--- src/rtl/sync_fifo.sv ---
// sync_fifo: single-clock FIFO with registered read data and binary pointers.
// Each pointer carries one wrap bit above the memory index, so full and empty
// can be told apart. Status flags are decoded combinationally from the
// registered pointers, so they change in the same cycle as the pointers.
module sync_fifo #(
  parameter int unsigned DATA_WIDTH = 8,
  parameter int unsigned FIFO_DEPTH = 16,
  parameter int unsigned PTR_WIDTH  = $clog2(FIFO_DEPTH) + 1,
  parameter int unsigned MARGIN     = 2
) (
  input  logic                  clk,
  input  logic                  rstn,
  input  logic                  wr_en,
  input  logic [DATA_WIDTH-1:0] wdata,
  input  logic                  rd_en,
  output logic [DATA_WIDTH-1:0] rdata,
  output logic [PTR_WIDTH-1:0]  wptr,
  output logic [PTR_WIDTH-1:0]  rptr,
  output logic [PTR_WIDTH-1:0]  count,
  output logic                  full,
  output logic                  empty,
  output logic                  almostfull,
  output logic                  almostempty,
  output logic                  overflow,
  output logic                  underflow
);

  localparam int unsigned ADDR_WIDTH = PTR_WIDTH - 1;
  localparam int unsigned MARGIN_MOD = MARGIN % FIFO_DEPTH;

  logic [DATA_WIDTH-1:0] mem [FIFO_DEPTH];
  logic                  wr_accept;
  logic                  rd_accept;

  // Requests are qualified by the flags as they stand before the edge.
  assign wr_accept = wr_en && !full;
  assign rd_accept = rd_en && !empty;

  // Storage array; contents are intentionally left unreset.
  always_ff @(posedge clk) begin
    if (wr_accept) begin
      mem[wptr[ADDR_WIDTH-1:0]] <= wdata;
    end
  end

  // Pointers, registered read data and the rejection pulses.
  always_ff @(posedge clk or negedge rstn) begin
    if (!rstn) begin
      wptr      <= '0;
      rptr      <= '0;
      rdata     <= '0;
      overflow  <= 1'b0;
      underflow <= 1'b0;
    end else begin
      overflow  <= wr_en && full;
      underflow <= rd_en && empty;
      if (wr_accept) begin
        wptr <= wptr + PTR_WIDTH'(1);
      end
      if (rd_accept) begin
        rdata <= mem[rptr[ADDR_WIDTH-1:0]];
        rptr  <= rptr + PTR_WIDTH'(1);
      end
    end
  end

  // Occupancy and full/empty decode; the wrap bit separates full from empty.
  assign count = wptr - rptr;
  assign empty = (wptr == rptr);
  assign full  = (wptr[PTR_WIDTH-1] != rptr[PTR_WIDTH-1]) &&
                 (wptr[ADDR_WIDTH-1:0] == rptr[ADDR_WIDTH-1:0]);

  // Almost flags collapse onto full/empty when the margin is a multiple of the depth.
  if (MARGIN_MOD == 0) begin : g_margin_zero
    assign almostfull  = full;
    assign almostempty = empty;
  end else begin : g_margin_nonzero
    assign almostfull  = (count == PTR_WIDTH'(FIFO_DEPTH - MARGIN_MOD));
    assign almostempty = (count == PTR_WIDTH'(MARGIN_MOD));
  end

endmodule

--- config.mk ---
export PLATFORM = sky130hd
export DESIGN_NAME = sync_fifo
export DESIGN_NICKNAME = d
export VERILOG_FILES = /design/src/rtl/sync_fifo.sv
export SDC_FILE = /design/constraint.sdc
export NUM_CORES = 1
export LEC_CHECK = 0
export ABC_AREA = 0
export CAP_MARGIN = 10
export CORE_UTILIZATION = 53
export CTS_CLUSTER_DIAMETER = 50
export DETAILED_ROUTE_END_ITERATION = 16
export MAX_ROUTING_LAYER = met4
export PLACE_DENSITY = 0.76
export REMOVE_ABC_BUFFERS = 1
export SETUP_SLACK_MARGIN = 0.15
export SLEW_MARGIN = 5
export SYNTH_ARGS = -nofsm -noshare
export SYNTH_HDL_FRONTEND = slang
export SYNTH_SLANG_ARGS = --single-unit
--- constraint.sdc ---
create_clock -name clk -period 3 [get_ports clk]
set_clock_uncertainty 0.1 [all_clocks]
set_input_delay 0.6 -clock clk [delete_from_list [all_inputs] [get_ports clk]]
set_output_delay 0.6 -clock clk [all_outputs]
set_load 0.1 [all_outputs]
==> results.md <==
- The area growth from synthesis to layout is 24.2%.
- The most critical setup path has its startpoint at rptr[0]$_DFFE_PN0P_.
- The clock tree from TritonCTS is done.
- The number of antenna diodes is 0.
- The max-cap violation count is 0.
- The count of placed standard cells in the final layout, fillers left out is around 570.
- Prior to clock tree synthesis, the placed netlist has a worst setup slack of 0.144 ns.
- The count of endpoints failing setup in the final report is 3.
- Detailed placement finished with a half-perimeter wire length of approximately 7.3 mm.
- In this run the count of I/O pins placed on the die edge is approximately 40.
- The die height is roughly 110 um.
- The floorplan step defined a die boundary enclosing approximately 12000 um2.
- In this run, distinct cell masters in the synthesized netlist total 37.
- The detailed router placed 3349 vias in this run.
- The area taken by multi-input logic gates is roughly 1500 um2.
- The total area inside the core boundary comes to ~11000 um2.
- Sequential cells were found to cover 72.6% of the synthesized design area.
- The number of enable flip-flop cells after synthesis is approximately 130.
- The run finished, with violations left.
- The final layout contains routed wiring with a total length of around 12 mm.
- Row generation in the floorplan step produced 38 rows.
- Setup total negative slack on the finished layout was measured at -0.173 ns.
- The fill cell total of the finished layout is 689.
- In the final layout, the share of cells above drive strength 1 is between 20% and 30%.
- The area share of the largest cell type after synthesis is 64.2%.
- The pin count of the biggest net entering global routing is 35.
- After the last flow step, the layout net total stands at between 400 and 500.
- The total iterations of the first detailed-routing run is 5.
- The last weighted congestion value of the routability-driven placer is roughly 0.85.
- The count of pins over their slew limit is 0.
- The share of the clock period used by the worst path after layout is 103%.
- The worst setup path is of the register to output port kind.
- The synthesized netlist occupies a cell area of between 5000 and 6000 um2.
- The final hold violation count was 0.
- The gate count of the mapped netlist is ~350.
- The checks that failed: negative setup slack.
- In this design, the stage delay of the slowest critical-path cell is between 0.4 and 0.5 ns.
- The critical path goes through ha_4 > fa_2 > inv_2 > a21o_1 > a21oi_2 > xor2_2 > nor4bb_2 > buf_4 > buf_12.
- The average routed wire per standard cell is about 22 um.
- In this run the most critical hold path is launched from rptr[4]$_DFFE_PN0P_.
- Summing all flip-flop and latch instances after layout gives 4350 um2.
- The detailed router finished its first iteration with between 200 and 300 violations.
- For this design, the sink count on the clock tree is approximately 150.
- Each instance of the synthesized netlist takes up on average approximately 17 um2.
- The number of warnings reported in the yosys synthesis log is 0.
- The capturing element type of the critical path is an output port.
- The first-pass GRT wire length is 19.1 mm.
- Data on the critical path is required at its endpoint by roughly 2.3 ns.
- The count of input and output buffers is 40.
- The arrival time of the worst setup path is about 2.4 ns.
- Buffers inserted during clock tree synthesis total 17.
- The number of nets still failing antenna checks after routing is 0.
- Based on the critical path, the design can be clocked at up to about 320 MHz.
- By area the synthesized netlist is led by edfxtp_1, dfrtp_1, mux2i_1.
- The register bit total from synthesis is between 100 and 150.
- Setup repair after global routing could not meet its margin everywhere.
- At the pin with the least slew margin, the transition time is 0.767 ns.
- In the global route stage, overall resource usage came out at around a quarter.
- Among all flip-flop cells after synthesis, the most frequent one is edfxtp_1.
- Once routing completed, OpenROAD measured the worst setup slack at -0.101 ns.
- The instance count after placement with tap cells included is between 500 and 600.
- The worst setup path is launched from a register.
- The type of the most critical hold path is register to register.
- The worst register-to-register path begins at wptr[3]$_DFFE_PN0P_.
- The ratio of routed vias to standard cells is 5.89.
- The slowest stage of the critical path is the dfrtp_1 cell.
- After synthesis, the most frequently instantiated cells are edfxtp_1, mux2i_1, nor2_1, dfrtp_1, o22ai_1.
- edfxtp_1 takes more of the synthesized area than any other cell.
- Of all nets on the critical path, the largest fanout is 3.
- The maximum buffer depth of the clock tree is 2.
- The final critical path time including I/O delays and setup is approximately 3.1 ns.
- The fraction of registers with async set/reset is a little over an eighth.
- The most common cell in the netlist is edfxtp_1.
- For this run the aggregate overflow at the end of global routing stands at 0.
- The number of global-route vias before repair is 3500.
- The later pin in the worst-skew pair is clocked with a latency of between 0.4 and 0.5 ns.
- The initial utilization of the core area, before any placement, comes to a little over half.
- The number of H-tree branching levels is 4.
- The relative slew slack is between 40% and 50%.
- The post-detailed-route DRC marker count is 0.
- The initial antenna violation count was 0.
- The master cell of the clock root buffer is clkbuf_16.
- The die width is roughly 110 um.
- After clock tree synthesis, the clock-pin slew on the worst setup and hold paths is 0.06 ns.
## metal layers
metal  track usage (%)  up-vias  share of wire (%)
met2              36.5      155                 49
li1                  -     1483                  -
met1              29.7     1681                 39
met5                 -        -                  0
met4              16.4        0                3.9
met3              5.49       30                7.4
## layout by cell type, fill, tap and decap left out, types with 2 or more instances in the layout
master           Yosys  routed
edfxtp_1           128     128
buf_4                4      49
mux2i_1             32      32
nor2_1              29      29
dfrtp_1             20      18
clkbuf_16            0      17
o22ai_1             16      16
mux4_2              14      14
clkdlybuf4s50_1      0      11
xnor2_1              9       8
nand2_1              8       8
a22oi_1              8       8
a31oi_1              8       8
buf_12               1       8
ha_1                 9       7
bufinv_16            0       7
inv_1                9       6
nand4_1              5       5
inv_2                1       4
nor3_1               4       4
clkbuf_1             2       3
a21o_1               2       2
a21oi_2              0       2
xor2_1               3       2
nor2b_1              2       2
nand2b_1             2       2
and2_1               2       2
or3_1                2       2
nand3_1              2       2
o21ai_1              2       2
mux4_1               2       2
ha_4                 0       2
clkbuf_8             0       2
buf_6                5       2
dfrtp_2              0       2
## cell families after synthesis
logic type      after synthesis  share of synthesized area (%)
compound gates               38                           4.10
xor+xnor                     12                           1.76
fa+ha+maj                    10                           2.22
buf+inv                      28                           3.01
flops                       148                           72.6
mux                          48                           11.5
simple gates                 61                           4.83
## state kept, by name, indices dropped and copies added (netlist names)
register / cells
rdata: 8
underflow: 1
wptr: 5
overflow: 1
mem: 128
rptr: 5
## timing repair
item / CTS / global route
pin swaps: 5 / 4
endpoints found under the setup margin: 3 / 5
setup buffers: 2 / 1
gates resized for setup: 11 / 5
hold buffers: 0 / 0
## worst paths after layout
path / slack [ns] / end / cells after the start
setup / recovery: -0.10 / almostfull / 9
hold / removal: 0.44 / rptr[4]$_DFFE_PN0P_ / 1
setup reg to reg: 0.40 / mem[15][0]$_DFFE_PP_ / 7
hold reg to reg: 0.44 / rptr[4]$_DFFE_PN0P_ / 1
max in group asynchronous: 1.67 / wptr[1]$_DFFE_PN0P_ / 2
min in group asynchronous: 0.51 / rdata[7]$_DFFE_PN0P_ / 1
## worst max-delay path: cells and delay by family (launching register included)
family	cells	cell delay [ns]
AO/OA/AOI/OAI	2	0.17
XOR/XNOR	1	0.17
adder cells (fa/ha/maj)	2	0.54
buffers and inverters	3	0.39
flip-flops	1	0.41
AND/OR/NAND/NOR	1	0.31
## through the flow
step | util (%) | hold WS (ns) | instance area, um2
after floorplan | - | 0.204 | 5840
after global placement | 60.8 | 0.411 | 6650
after detailed placement | 60.8 | 0.422 | 6650
after CTS | 67.6 | 0.430 | 7390
after global routing | 68.0 | 0.451 | 7430
final | 68.0 | 0.437 | 7430
## layout make-up
class,instances,area share [%]
clock buffers,22,6.24
clock inverters,10,3.06
inverters,10,0.505
multi-input cells,169,20.5
flip-flops and latches,148,58.5
well taps,140,2.36
repair buffers,70,8.89
Power is not shown: default switching activity piles up to over one toggle a cycle in this logic, so the estimate is an artifact.
==> RTL change: new RTL, same flow settings <==
The output `overflow` loses its register stage (`overflow` becomes a continuous assignment).
--- a/src/rtl/sync_fifo.sv
+++ b/src/rtl/sync_fifo.sv
@@ -51,6 +51,4 @@
       rdata     <= '0;
-      overflow  <= 1'b0;
       underflow <= 1'b0;
     end else begin
-      overflow  <= wr_en && full;
       underflow <= rd_en && empty;
@@ -65,2 +63,4 @@
   end
+
+  assign overflow = wr_en && full;
 
Behaviour: no difference found for any inputs over 10 cycles, from zero or initial values and one cycle with rstn low; that may be too few to reach the edited logic, so the function may still have changed.
==> RTL change against the unedited design <==
The run still ends with setup timing left; non-clock buffer count increased by 5; register-to-register slack improved by 170 ps; cell count increased by 0.70%; worst setup slack got worse by 95 ps; synthesized area decreased by 0.42%; wire length increased by 1.1%; sequential cell count decreased by 1; design area decreased by 0.61%; maximum frequency decreased by 3.0%; critical path type unchanged.
Power is left out: the tool's default activity adds up to more than one toggle a clock period on the data nets, which glitch-free logic cannot reach.
==> RTL change: results <==
export IMPL_dp_cells=531
export IMPL_synth_cells=344
export IMPL_dp_slack_ps=83.0
export IMPL_relSlewSlack_pct=40.7
export IMPL_insertion_delay_ps=510
export IMPL_worstPathArrival_ps=2500
export IMPL_drive_gt1_share_pct=29.1
export IMPL_place_congestion=0.875
export IMPL_seq_area_frac_synth_pct=72.5
export IMPL_status="complete, but fails checks"
export IMPL_grt_pass1_vias=3314
export IMPL_synth_edf_count=128
export IMPL_root_buffer="clkbuf_8"
export IMPL_grt_pass1_wl_um=19300
export IMPL_final_nets=442
export IMPL_ys_top_cells_by_count="128 x edfxtp_1, 32 x mux2i_1, 29 x nor2_1"
export IMPL_viasPerCell=5.78
export IMPL_io_buffers=40
export IMPL_placed_cell_area_mm2=0.00662
export IMPL_post_drt_wl_per_cell_um=22.0
export IMPL_drt_initial_drc_count=417
export IMPL_fillers=695
export IMPL_setup_violations=3
export IMPL_violations="setup timing"
export IMPL_path_max_fanout=2
export IMPL_clk_pin_slew_ps=60
export IMPL_async_flop_share_pct=12.9
export IMPL_final_setup_worst_slack_ps=-196
export IMPL_dp_hpwl_um=7870
export IMPL_synth_area_leaders="edfxtp_1 64%, dfrtp_1 8.0%, mux2i_1 5.4%"
-- RTL change: changes by cell type after synthesis, sizes merged --
| cell | change |
|---|---|
| dfrtp | -1 |
-- RTL change: kinds of logic (layout without fill, tap and decap cells) --
group	Yosys count	in the layout	share of synthesized area, %
AND/OR/NAND/NOR	61	61	4.85
adder cells (fa/ha/maj)	10	10	2.23
multiplexers	48	48	11.5
buffers and inverters	28	117	3.02
XOR/XNOR	12	12	1.76
flip-flops	147	147	72.5
AO/OA/AOI/OAI	38	38	4.12
-- RTL change: layout make-up --
| cell class | instances | area, µm² | share of cell area (%) |
|---|---|---|---|
| inverters | 10 | 37.5 | 0.508 |
| multi-input cells | 169 | 1540 | 20.8 |
| repair buffers | 75 | 719 | 9.74 |
| flip-flops and latches | 147 | 4320 | 58.5 |
| clock inverters | 10 | 156 | 2.12 |
| clock buffers | 22 | 443 | 5.99 |
| well taps | 140 | 175 | 2.37 |
-- RTL change: routing by layer --
| metal | global-route usage (%) | vias to the layer above | part of all wire [%] |
|---|---|---|---|
| li1 | - | 1486 | - |
| met1 | 32.6 | 1670 | 42 |
| met2 | 35.7 | 136 | 48 |
| met3 | 5.42 | 21 | 7.6 |
| met4 | 10.1 | 0 | 2.4 |
| met5 | - | - | 0 |
-- RTL change: path summary, 6_finish.rpt --
path	slack [ps]	startpoint	cells after the start	to
setup reg to reg	570	rptr[2]	9	mem[1][4]
hold reg to reg	440	wptr[4]	1	wptr[4]
setup / recovery	-200	rptr[0]	9	almostempty
max in group asynchronous	1710	rstn	1	wptr[1]
hold / removal	440	wptr[4]	1	wptr[4]
min in group asynchronous	490	rstn	1	underflow
-- RTL change: what timing repair did --
action	in CTS	in global routing
hold buffers	0	0
resized for setup	17	3
buffers inserted	4	6
cloned	0	0
pin swaps	3	5
endpoints found under the setup margin	6	5
